### config.mk
export PLATFORM = sky130hd
export DESIGN_NAME = keypad_sequencer
export DESIGN_NICKNAME = d
export VERILOG_FILES = /design/src/rtl/keypad_sequencer_pkg.sv /design/src/rtl/keypad_sequencer_debouncer.sv /design/src/rtl/keypad_sequencer.sv
export SDC_FILE = /design/constraint.sdc
export NUM_CORES = 1
export LEC_CHECK = 0
export ABC_AREA = 1
export BUFFER_PORTS_ARGS = -buffer_cell sky130_fd_sc_hd__buf_2
export CAP_MARGIN = 20
export CORE_MARGIN = 3
export CORE_UTILIZATION = 48
export CTS_BUF_LIST = sky130_fd_sc_hd__clkbuf_8
export CTS_CLUSTER_SIZE = 24
export DETAILED_ROUTE_END_ITERATION = 8
export HOLD_SLACK_MARGIN = 0.1
export MAX_ROUTING_LAYER = met4
export PLACE_DENSITY = 0.75
export SYNTH_ARGS = -nofsm -noshare
export SYNTH_HDL_FRONTEND = slang
export SYNTH_SLANG_ARGS = --single-unit
export TNS_END_PERCENT = 10
### constraint.sdc
create_clock -name clk -period 1.94 [get_ports clk]
set_clock_uncertainty 0.1 [all_clocks]
set_input_delay 0.582 -clock clk [delete_from_list [all_inputs] [get_ports clk]]
set_output_delay 0.582 -clock clk [all_outputs]
set_load 0.03 [all_outputs]
### src/rtl/keypad_sequencer_pkg.sv
// keypad_sequencer_pkg: command/key encodings and sequencer states shared by the keypad front-end
package keypad_sequencer_pkg;

    typedef enum logic [1:0] {
        COM_NONE = 2'd0,
        COM_ARM  = 2'd1,
        COM_DIS  = 2'd2
    } command_e;

    typedef enum logic [1:0] {
        ST_IDLE    = 2'd0,
        ST_COLLECT = 2'd1,
        ST_PAD     = 2'd2
    } seq_state_e;

    localparam logic [3:0] KEY_ARM = 4'hA;
    localparam logic [3:0] KEY_DIS = 4'hB;

    function automatic logic is_digit(input logic [3:0] code);
        return code <= 4'd9;
    endfunction

endpackage

### src/rtl/keypad_sequencer_debouncer.sv
// keypad_sequencer_debouncer: synchronizes and debounces the key line, emitting one event per accepted press
module keypad_sequencer_debouncer #(
    parameter int DEBOUNCE_CYCLES = 16
) (
    input  logic       clk,
    input  logic       reset,
    input  logic       key_pressed_i,
    input  logic [3:0] key_code_i,
    output logic       key_event_o,
    output logic [3:0] key_code_o
);

    localparam int CW = $clog2(DEBOUNCE_CYCLES + 1);

    logic          sync1_q, sync2_q;
    logic          level_q, level_d;
    logic          prev_q, event_q;
    logic [CW-1:0] cnt_q, cnt_d;
    logic [3:0]    code_q, code_d;
    logic          flip;

    always_comb begin
        flip    = (sync2_q != level_q) && (cnt_q == CW'(DEBOUNCE_CYCLES - 1));
        cnt_d   = (sync2_q == level_q || flip) ? '0 : cnt_q + 1'b1;
        level_d = flip ? sync2_q : level_q;
        code_d  = (flip && sync2_q) ? key_code_i : code_q;
    end

    // The event is taken from the registered level edge, so code_q is settled when it fires
    always_ff @(posedge clk) begin
        if (reset) begin
            sync1_q <= 1'b0;
            sync2_q <= 1'b0;
            cnt_q   <= '0;
            level_q <= 1'b0;
            prev_q  <= 1'b0;
            event_q <= 1'b0;
            code_q  <= '0;
        end else begin
            sync1_q <= key_pressed_i;
            sync2_q <= sync1_q;
            cnt_q   <= cnt_d;
            level_q <= level_d;
            prev_q  <= level_q;
            event_q <= level_q & ~prev_q;
            code_q  <= code_d;
        end
    end

    assign key_event_o = event_q;
    assign key_code_o  = code_q;

endmodule

### src/rtl/keypad_sequencer.sv
// keypad_sequencer: enforces one ARM/DIS command followed by CODE_LEN digits, padding on entry timeout
module keypad_sequencer
    import keypad_sequencer_pkg::*;
#(
    parameter int         DEBOUNCE_CYCLES = 16,
    parameter int         TIMEOUT_CYCLES  = 1024,
    parameter int         CODE_LEN        = 3,
    parameter logic [3:0] PAD_DIGIT       = 4'hF
) (
    input  logic       clk,
    input  logic       reset,
    input  logic       key_pressed,
    input  logic [3:0] key_code,
    output logic [1:0] command,
    output logic [3:0] digit,
    output logic       digit_entered,
    output logic       busy,
    output logic       timeout
);

    localparam int          TW   = $clog2(TIMEOUT_CYCLES);
    localparam int          NW   = $clog2(CODE_LEN + 1);
    localparam logic [TW-1:0] TMAX = TW'(TIMEOUT_CYCLES - 1);

    logic          key_event;
    logic [3:0]    key_code_q;
    seq_state_e    state_q, state_d;
    logic [TW-1:0] timer_q, timer_d;
    logic [NW-1:0] cnt_q, cnt_d;
    command_e      command_q, command_d;
    logic [3:0]    digit_q, digit_d;
    logic          strobe_q, strobe_d;
    logic          busy_q, busy_d;
    logic          timeout_q, timeout_d;
    logic          last;

    keypad_sequencer_debouncer #(
        .DEBOUNCE_CYCLES(DEBOUNCE_CYCLES)
    ) u_debouncer (
        .clk          (clk),
        .reset        (reset),
        .key_pressed_i(key_pressed),
        .key_code_i   (key_code),
        .key_event_o  (key_event),
        .key_code_o   (key_code_q)
    );

    always_comb begin
        state_d   = state_q;
        timer_d   = '0;
        cnt_d     = cnt_q;
        command_d = COM_NONE;
        digit_d   = digit_q;
        strobe_d  = 1'b0;
        timeout_d = 1'b0;
        last      = cnt_q == NW'(CODE_LEN - 1);
        case (state_q)
            ST_IDLE: begin
                if (key_event && (key_code_q == KEY_ARM || key_code_q == KEY_DIS)) begin
                    command_d = key_code_q == KEY_ARM ? COM_ARM : COM_DIS;
                    cnt_d     = '0;
                    state_d   = ST_COLLECT;
                end
            end
            ST_COLLECT: begin
                timer_d = timer_q == TMAX ? timer_q : timer_q + 1'b1;
                // A typed digit on the expiry cycle takes priority over padding
                if (key_event && is_digit(key_code_q)) begin
                    digit_d  = key_code_q;
                    strobe_d = 1'b1;
                    cnt_d    = cnt_q + 1'b1;
                    timer_d  = '0;
                    state_d  = last ? ST_IDLE : ST_COLLECT;
                end else if (timer_q == TMAX) begin
                    digit_d   = PAD_DIGIT;
                    strobe_d  = 1'b1;
                    timeout_d = 1'b1;
                    cnt_d     = cnt_q + 1'b1;
                    state_d   = last ? ST_IDLE : ST_PAD;
                end
            end
            ST_PAD: begin
                digit_d  = PAD_DIGIT;
                strobe_d = 1'b1;
                cnt_d    = cnt_q + 1'b1;
                state_d  = last ? ST_IDLE : ST_PAD;
            end
            default: state_d = ST_IDLE;
        endcase
        busy_d = state_d != ST_IDLE || strobe_d;
    end

    always_ff @(posedge clk) begin
        if (reset) begin
            state_q   <= ST_IDLE;
            timer_q   <= '0;
            cnt_q     <= '0;
            command_q <= COM_NONE;
            digit_q   <= '0;
            strobe_q  <= 1'b0;
            busy_q    <= 1'b0;
            timeout_q <= 1'b0;
        end else begin
            state_q   <= state_d;
            timer_q   <= timer_d;
            cnt_q     <= cnt_d;
            command_q <= command_d;
            digit_q   <= digit_d;
            strobe_q  <= strobe_d;
            busy_q    <= busy_d;
            timeout_q <= timeout_d;
        end
    end

    assign command       = command_q;
    assign digit         = digit_q;
    assign digit_entered = strobe_q;
    assign busy          = busy_q;
    assign timeout       = timeout_q;

endmodule
## Word-level counts from Yosys, hierarchy flattened

Cells that the tools add are included.

- Add/subtract/negate cells: 3
- Bitwise gates (word level): 5
- Multiplexer cells: 17
- Equal/unequal tests: 11
- Reduce and logical (&&, ||, !) cells: 16
- Order comparisons: 1

Operators by type and width:

| kind | count |
|---|---|
| two-way mux 2 bit | 8 |
| one-hot mux 2 bit (3 select lines) | 2 |
| adder 10 x 1 -> 10 bit (second input constant) | 1 |
| equality test 10 bit (second input constant) | 1 |
| equality test 4 bit (second input constant) | 2 |
| two-way mux 4 bit | 2 |
| one-hot mux 4 bit (2 select lines) | 1 |
| OR reduction 3 bit | 2 |
| adder 5 x 1 -> 5 bit (second input constant) | 1 |
| equality test 5 x 4 -> 1 bit (second input constant) | 1 |
| equality test 2 bit (second input constant) | 2 |
| <= comparator 4 bit (second input constant) | 1 |
| logical AND 1 bit | 4 |
| inverter 1 bit | 4 |
| nonzero test 2 bit | 2 |
| logical OR 1 bit | 3 |
| two-way mux 1 bit | 3 |
| inequality test 3 bit (second input constant) | 1 |
| AND reduction 3 bit | 1 |
| nonzero test 3 bit | 1 |
| adder 2 x 1 -> 2 bit (second input constant) | 1 |
| equality test 2 x 1 -> 1 bit (second input constant) | 1 |
| logical NOT 2 bit | 1 |
| inequality test 2 bit (second input constant) | 1 |
| 6 further kinds | 6 |

- Word-level logic and storage cells: 68
- Flip-flop bits (word level): 37
- Output and inout bits: 9

## Depth between registers and ports, before layout

Gate-level depths: netlist (run 1).

- Depth after elaboration: 7
- Gate-level depth with buffers: 11

## Modules after synthesis

Synthesis (run 1) repeated with hierarchy kept, for this count alone.

- Cell total of the unflattened synthesis: 223
- Area, all modules: 1694.1 um^2

By module, submodules not included:

| module | seq. area each (um^2) | cells an instance | times used | area each (um^2) |
|---|---|---|---|---|
| keypad_sequencer | 460.4 | 156 | 1 | 1161.1 |
| keypad_sequencer_debouncer | 280.3 | 67 | 1 | 533.0 |

## Worst setup path after synthesis (run 1)

OpenSTA, ideal clock, no wires.

- Path kind: register to register
- From: register timer_q[0]
- To: register cnt_q[0]
- Setup slack: 453 ps
- Period minus slack after synthesis: 1487 ps
- Buffers on the path: 1
- Cell stages (with the launch flop): 12
- Data arrival time: 1272 ps
- Cells stage by stage: dfxtp_1 ha_1 nand2_2 nor2_4 nand3_2 buf_6 nand2_4 nand2_4 nand2_4 nand3_1 nand2_1 nor2_1

- Longest elaborated chain between the ends: 3

Ends and longest elaborated chain:

| item | line | source |
|---|---|---|
| start: declaration | keypad_sequencer.sv:28 | `logic [TW-1:0] timer_q, timer_d;` |
| start signal: assignment | keypad_sequencer.sv:105 | `timer_q <= timer_d;` |
| equality test 10 bit | keypad_sequencer.sv:74 | `end else if (timer_q == TMAX) begin` |
| inequality test 3 bit (no source line) | n/a |  |
| AND reduction 3 bit (no source line) | n/a |  |
| end signal: assignment | keypad_sequencer.sv:106 | `cnt_q <= cnt_d;` |
| end: declaration | keypad_sequencer.sv:29 | `logic [NW-1:0] cnt_q, cnt_d;` |

Every way passes these cells.
A chain may end at the register's enable or synchronous reset.

## Worst setup path in the final report (run 1)

- From: register timer_q[0]
- To: register busy_q, in the netlist busy

- Longest elaborated chain between the ends: 6

Ends and longest elaborated chain:

| item | line | source |
|---|---|---|
| equality test 10 bit * | keypad_sequencer.sv:74 |  |
| two-way mux 2 bit | keypad_sequencer.sv:74 |  |
| two-way mux 2 bit | keypad_sequencer.sv:68 | `if (key_event && is_digit(key_code_q)) begin` |
| one-hot mux 2 bit (3 select lines) | keypad_sequencer.sv:57 | `case (state_q)` |
| nonzero test 2 bit | keypad_sequencer.sv:90 | `busy_d = state_d != ST_IDLE \|\| strobe_d;` |
| logical OR 1 bit * | keypad_sequencer.sv:90 |  |
| end signal: assignment | keypad_sequencer.sv:110 | `busy_q <= busy_d;` |
| end: declaration | keypad_sequencer.sv:33 | `logic busy_q, busy_d;` |

Every way passes the cells marked *; elsewhere a longest branch is shown, timed or not.

==> results of run 1 <==
[cells in the mapped netlist (2+ instances only)]
master    n  share of area, %
o21ai_0  15               4.5
dfxtp_1  37                44
inv_2     3              0.67
buf_2     2              0.60
nor3_1    4               1.2
inv_1    34               7.6
xor2_1    2               1.0
nand2_2   6               2.2
nand2_4   3               2.0
nand3_1  20               6.0
nor2_4    2               1.3
ha_1      8               6.0
nand2_1  28               6.3
a21oi_1  17               5.1
nand4_1   3               1.1
nor2_1   16               3.6
[cells in the final DEF (no fill, tap or decap), types with 2 or more instances in the layout]
master,netlist,routed
nor2_1,16,16
nand2_1,28,28
nand3_1,20,20
ha_1,8,8
nor2_4,2,2
dfxtp_1,37,37
buf_2,2,15
nand4_1,3,3
clkbuf_8,0,5
nand2_2,6,6
nand2_4,3,3
xor2_1,2,2
nand3_4,1,2
inv_1,34,35
inv_2,3,3
clkinvlp_4,0,2
a21oi_1,17,17
nor3_1,4,4
o21ai_0,15,15
[sequential cells by signal, summed over array words and instances, names as in the netlist]
signal and cells:
busy 1, timer_q 10, u_debouncer.key_code_o 4, state_q 2, u_debouncer.level_q 1, u_debouncer.sync2_q 1, u_debouncer.prev_q 1, digit_entered 1
command 2, u_debouncer.sync1_q 1, u_debouncer.cnt_q 5, digit 4, cnt_q 2, u_debouncer.key_event_o 1, timeout 1
[cell families (layout without fill, tap and decap cells)]
logic type / after synthesis / count (layout)
AO/OA/AOI/OAI: 36 / 36
XOR/XNOR: 3 / 3
adder cells (fa/ha/maj): 8 / 8
buffers and inverters: 40 / 61
flip-flops: 37 / 37
AND/OR/NAND/NOR: 89 / 89
[repair_timing]
action	in CTS	in global routing
setup buffers	0	0
gates resized for setup	0	1
setup endpoints to repair	0	1
hold endpoints to repair	0	0
[worst max-delay path, cell delays in order (launching register included)]
cell	delay [ps]
dfxtp_1	370
ha_1	230
nand2_2	80
nor2_4	140
nand3_4	160
nand2_2	170
nand2_1	70
nand2_1	60
nand2_1	50
nand2_1	70
nand3_1	60
[metrics by stage]
step                setup WS, ps  hold WS, ps  util (%)
global placement             250          278      56.1
global route                 110          308      59.1
finish                       273          286      59.1
CTS                          166          293      58.8
floorplan                    453          273         -
detailed placement           186          281      56.1
[per-layer routing]
layer	wire length, um	GRT usage (%)	up-vias	part of all wire, %
met5	0	-	-	0
met4	67	8.55	0	2.4
met3	122	4.10	7	4.4
met2	1220	22.1	25	44
met1	1390	19.5	601	50
li1	-	-	727	-
[power breakdown]
part | internal (uW) | total [uW] | switching (uW)
Combinational | 9.27 | 22.0 | 12.7
Sequential | 761 | 763 | 1.43
Clock | 248 | 529 | 281
[area by class of cell]
type | instances | area, um2 | share of cell area [%]
Multi-Input combinational cell | 136 | 787 | 41.6
Timing Repair Buffer | 16 | 82.6 | 4.37
Clock buffer | 5 | 68.8 | 3.64
Sequential cell | 37 | 741 | 39.2
Tap cell | 44 | 55.1 | 2.91
Clock inverter | 3 | 18.8 | 0.992
Inverter | 37 | 139 | 7.34
[final timing paths]
| path | slack (ps) | depth (start not counted) | end |
|---|---|---|---|
| setup / recovery | 270 | 10 | busy$_SDFF_PP0_ |
| hold / removal | 290 | 1 | u_debouncer.key_event_o$_SDFF_PP0_ |
| setup reg to reg | 270 | 10 | busy$_SDFF_PP0_ |
| hold reg to reg | 290 | 1 | u_debouncer.key_event_o$_SDFF_PP0_ |
==> metrics list, run 1 <==
- Std-Cell Core Area: 0.00320 mm2
- Worst-path clk slew: 80 ps
- Summed over all cells, the static leakage comes to 0.000851 uW.
- The mapped netlist covers 0.00168 mm2.
* Area fraction in and, or, nand and nor cells after synthesis: 27.5%
* Number of synthesized flops with an enable pin: 0
* Vias/cell: 4.89
- In this run the count of I/O pins placed on the die edge is 16.
- The final route contains 1,360 vias.
- Last weighted congestion value of the routability-driven placer: 0.816
- Synthesis handed over a netlist of 213 instances.
- Synthesis instantiated 29 different standard cells from the library.
- Mapped Avg Cell Area: 7.89 um2
- The number of global-route vias before repair was 1,166.
- The startpoint identified for the worst register-to-register timing path is timer_q[0]$_SDFFE_PP0N_.
- Number of levels the H-tree was split into: 2
* Combined global-route utilization of all metal layers: 15.3%
* TNS Setup: 0 ps
* CTS buffer count: 5
- The synthesized netlist devotes 5.96% of its cell area to adder and majority cells.
- In this run the clock root is driven by a clkbuf_8.
* Category of the worst setup path launch point: register
- Maximum resistive drop on vdd: 0.451 mV
- Placed standard-cell area: 0.00180 mm2
* Total half-perimeter wirelength after legalization and detailed placement: 2.10 mm
- For this run, the top clock speed supported by timing is 0.600 GHz.
* Source of the worst hold timing path: u_debouncer.prev_q$_SDFF_PP0_
- Run status: finished, final reports clean
* Max Root-Sink Buffers: 2
* Number of antenna violations at the first check in global routing: 0
* Total congestion overflow after global routing: 0
- The die is 65.2 um wide.
- Number of cells in the design after placement: 270
- Clock Sinks: 37
- The share of the Yosys chip area taken by registers is 44.1%.
- Largest driver fanout on the critical path: 11
* Final standard cell area without fillers: 0.00189 mm2
- In this run, synthesis produced a sequential element count of 37.
- Count of warnings emitted by yosys: 0
* Hold bufs inserted after CTS: 0
- Summing internal, switching and leakage power gives 1310 uW.
* Syn Nets: 228
- The tightest min-delay check is of the register to register type.
* Total wire length after detailed routing: 2.80 mm
- Cells with a size suffix above 1 make up 17.9% of the layout.
- Among all flip-flop cells after synthesis, the most frequent one is dfxtp_1.
* Nets@finish: 248
- TritonCTS built the clock tree.
* Wire per inst: 10.1 um
- # fillers: 301
* Least-Margin Pin Slew: 319 ps
- Fraction of synthesis flops using an asynchronous set or reset pin: 0%
* Count of placed standard cells in the final layout, fillers left out: 278
- Number of slew-limit violations in the final report: 0
- CP Data Arrival Time: 1740 ps
- The clock reaches the later pin of the worst-skew pair after 290 ps.
- The floorplan has 20 rows.
- Setup repair after global routing left no endpoint under its margin.
- After layout, the minimum clock period comes to 1670 ps.
* Number of endpoints failing setup at the final stage: 0
* Setup Crit Path Kind: register to register
- In the routed design, unresolved DRC markers number 0.
* Count of nets left with antenna violations after detail routing: 0
- Entering global routing, the biggest net connects 13 pins.
- 0 antenna diodes ended up in the layout.
- The initial utilization of the core area, before any placement, comes to 52.5%.
* Layout Area Growth over Synthesis: 12.6%
- Initial DRC Count: 33
* Largest family of logic cells by synthesized area: simple AND/OR/NAND/NOR gates
- Crit end category: register
- First-pass GRT wire length: 4.86 mm
- The die covers 0.00425 mm2.
* Post-route clock period utilization: 85.9%
- Count of endpoints failing hold in the final timing report: 0
- Number of maximum-capacitance constraint violations: 0
- In this run the worst setup path begins at timer_q[0]$_SDFFE_PP0N_.
* CP Data Required Time: 2020 ps
* Power Dens Cells: 694 mW/mm2
* Number of search-and-repair iterations in the first detailed-routing pass: 4
- Of the total synthesized cell area, the portion taken by XOR and XNOR cells is 1.56%.
* Fraction of synthesized area in multiplexers: 0%
* Total of buffers placed on input and output ports: 15
- The synthesized netlist devotes 11.4% of its cell area to compound gates.
- Slew HR: 78.5%
* Die extent in y: 65.2 um
No activity file was read; power rests on OpenSTA's default activity.
==> run 2: changes to the inputs <==
Settings changed: MAX_ROUTING_LAYER met4 to not set.
Clock period 1.94 ns to 2 ns, I/O delays scaled along.
==> metrics list, run 2 (synthesis results as in run 1) <==
* Run status: finished, final reports clean
* Total of buffers placed on input and output ports: 15
- Global routing used 14.9% of the available tracks across all layers.
- Pin count of the biggest net entering global routing: 13
- Kind of path behind the tightest hold check: register to register
- The number of hold violations in the final report came to 0.
- For the worst setup path, the data arrival time is 1720 ps.
- In the layout the commonest cells are dfxtp_1, inv_1, nand2_1.
* Biggest regs: timer_q x10, u_debouncer.cnt_q x5
* Leakage component of the power: 0.000869 uW
- Number of slew-limit violations in the final report: 0
- Setup violations remaining at the end of the flow were counted as 0.
* Standard-cell rows: 20
- TNS Setup: 0 ps
- Clock latency on the worst-skew pair: 290 ps
* Number of antenna violations at the first check in global routing: 0
* Leading cell type in the layout, fill and taps excluded: dfxtp_1
* TritonCTS clock tree: built
- The total overflow left after global routing is 0.
* Placed standard-cell area: 0.00180 mm2
- In the routed layout, each cell is associated on average with a via count of 4.77.
- Number of cells traversed by the worst register-to-register path: 10
* Maximum resistive drop on vdd: 0.483 mV
* Number of levels the H-tree was split into: 2
- Power spread over the standard cell area amounts to 722 mW/mm2.
- Following the worst setup path forward leads to its endpoint at busy$_SDFF_PP0_.
* Slowest cell on crit path: dfxtp_1
* Buffers and inverters on the worst path: 0
- The largest single stage delay on the critical path is 360 ps.
- The tree built by TritonCTS fans out to 37 sinks.
* Initial DRC Count: 36
- The endpoint identified for the worst register-to-register timing path is busy$_SDFF_PP0_.
- Once the floorplan was initialized, standard cells occupied 52.5% of the core.
- The total area inside the core boundary comes to 0.00320 mm2.
* Crit end category: register
* Number of diodes added for antenna fixing: 0
- Count of nets left with antenna violations after detail routing: 0
- Ordered cell list for the critical path: ha_1 > nand2_2 > nor2_4 > nand3_4 > nand2_2 > nand2_1 > nand2_1 > nand2_1 > nand2_1 > nand3_1
- Vias in the first global route: 1,180
- Of the cells placed in the final design, the portion with a size suffix greater than 1 is 17.9%.
- The final layout contains routed wiring with a total length of 2.73 mm.
- First-pass GRT wire length: 4.91 mm
- The first detailed-routing pass took 5 iterations.
- Number of maximum-capacitance constraint violations: 0
* Final-layout worst hold slack: 303 ps
* CP Data Required Time: 2070 ps
- Largest driver fanout on the critical path: 11
* Minimum setup slack among reg-to-reg paths: 350 ps
- Hold bufs inserted after CTS: 0
- Cell depth of the worst setup path: 10
- The worst setup path is launched from a register.
* Drt drc: 0
- The register with the most flip-flops in the layout has 10 of them.
* Total half-perimeter wirelength after legalization and detailed placement: 2.09 mm
- Counting stages on the worst path, the most repeated cell is nand2_1.
- The startpoint identified for the worst register-to-register timing path is timer_q[0]$_SDFFE_PP0N_.
- The setup path with the least slack is of type register to register.
* Die extent in y: 65.2 um
* Wire per inst: 9.80 um
- Post-CTS Repair Setup Buffers: 0
- The die covers 0.00425 mm2.
- Gates resized during post-CTS repair numbered 0.
* Post-route clock period utilization: 82.4%
* Clock period minus final worst setup slack: 1650 ps
* Crit path max-delay family: simple AND/OR/NAND/NOR gates
* Register ranked first by flip-flop count: timer_q
* Achievable clock frequency: 0.606 GHz
- Slew HR: 79.0%
* Final standard cell area without fillers: 0.00192 mm2
- The final layout contains 248 nets.
* CTS buffer count: 5
* Width of the chip: 65.2 um
* Number of vias after detailed routing: 1,326
* Last weighted congestion value of the routability-driven placer: 0.803
- 16 I/O pins were placed.
* Source of the worst hold timing path: u_debouncer.prev_q$_SDFF_PP0_
* Worst setup path startpoint: timer_q[0]$_SDFFE_PP0N_
- RSZ-0062 raised after global routing: no
- Clock tree root driver cell: clkbuf_8
- Worst-path clk slew: 70 ps
* Least-Margin Pin Slew: 312 ps
* Layout Area Growth over Synthesis: 14.0%
- Counting along the longest clock path gives a buffer depth of 2.
==> run 2: routing by layer <==
metal  routed length [um]  GRT usage [%]
met5                    0              0
met4                   34           7.25
met3                  134           4.79
met2                 1180           22.1
met1                 1380           19.4
==> run 2: worst min-delay path by stage <==
stage | cells past startpoint | endpoint
after global routing | 2 | u_debouncer.sync2_q$_SDFF_PP0_
after detailed placement | 2 | u_debouncer.sync2_q$_SDFF_PP0_
after floorplan | 1 | u_debouncer.key_event_o$_SDFF_PP0_
final | 1 | u_debouncer.key_event_o$_SDFF_PP0_
after CTS | 2 | u_debouncer.sync2_q$_SDFF_PP0_
after global placement | 1 | u_debouncer.key_event_o$_SDFF_PP0_
==> run 2: cell type report <==
class / count / area (um2)
tap: 44 / 55.1
fill: 305 / 1290
multi-input combinational: 136 / 787
inverter: 37 / 139
clock buffer: 5 / 68.8
clock inverter: 3 / 42.5
timing repair buffer: 16 / 82.6
sequential: 37 / 741
==> run 2: where the power goes <==
part	internal (uW)	switching (uW)	leakage, uW
clock network	369	254	0.0000595
logic	9.00	11.8	0.000511
registers	739	1.42	0.000298
==> run 2: metrics by stage <==
stage	cells	util [%]	power, uW	worst slack [ps]
finish	278	59.8	1380	351
global route	278	59.8	1430	86.4
global placement	270	56.1	778	308
detailed placement	270	56.1	778	262
floorplan	213	-	770	513
CTS	278	59.6	1410	242
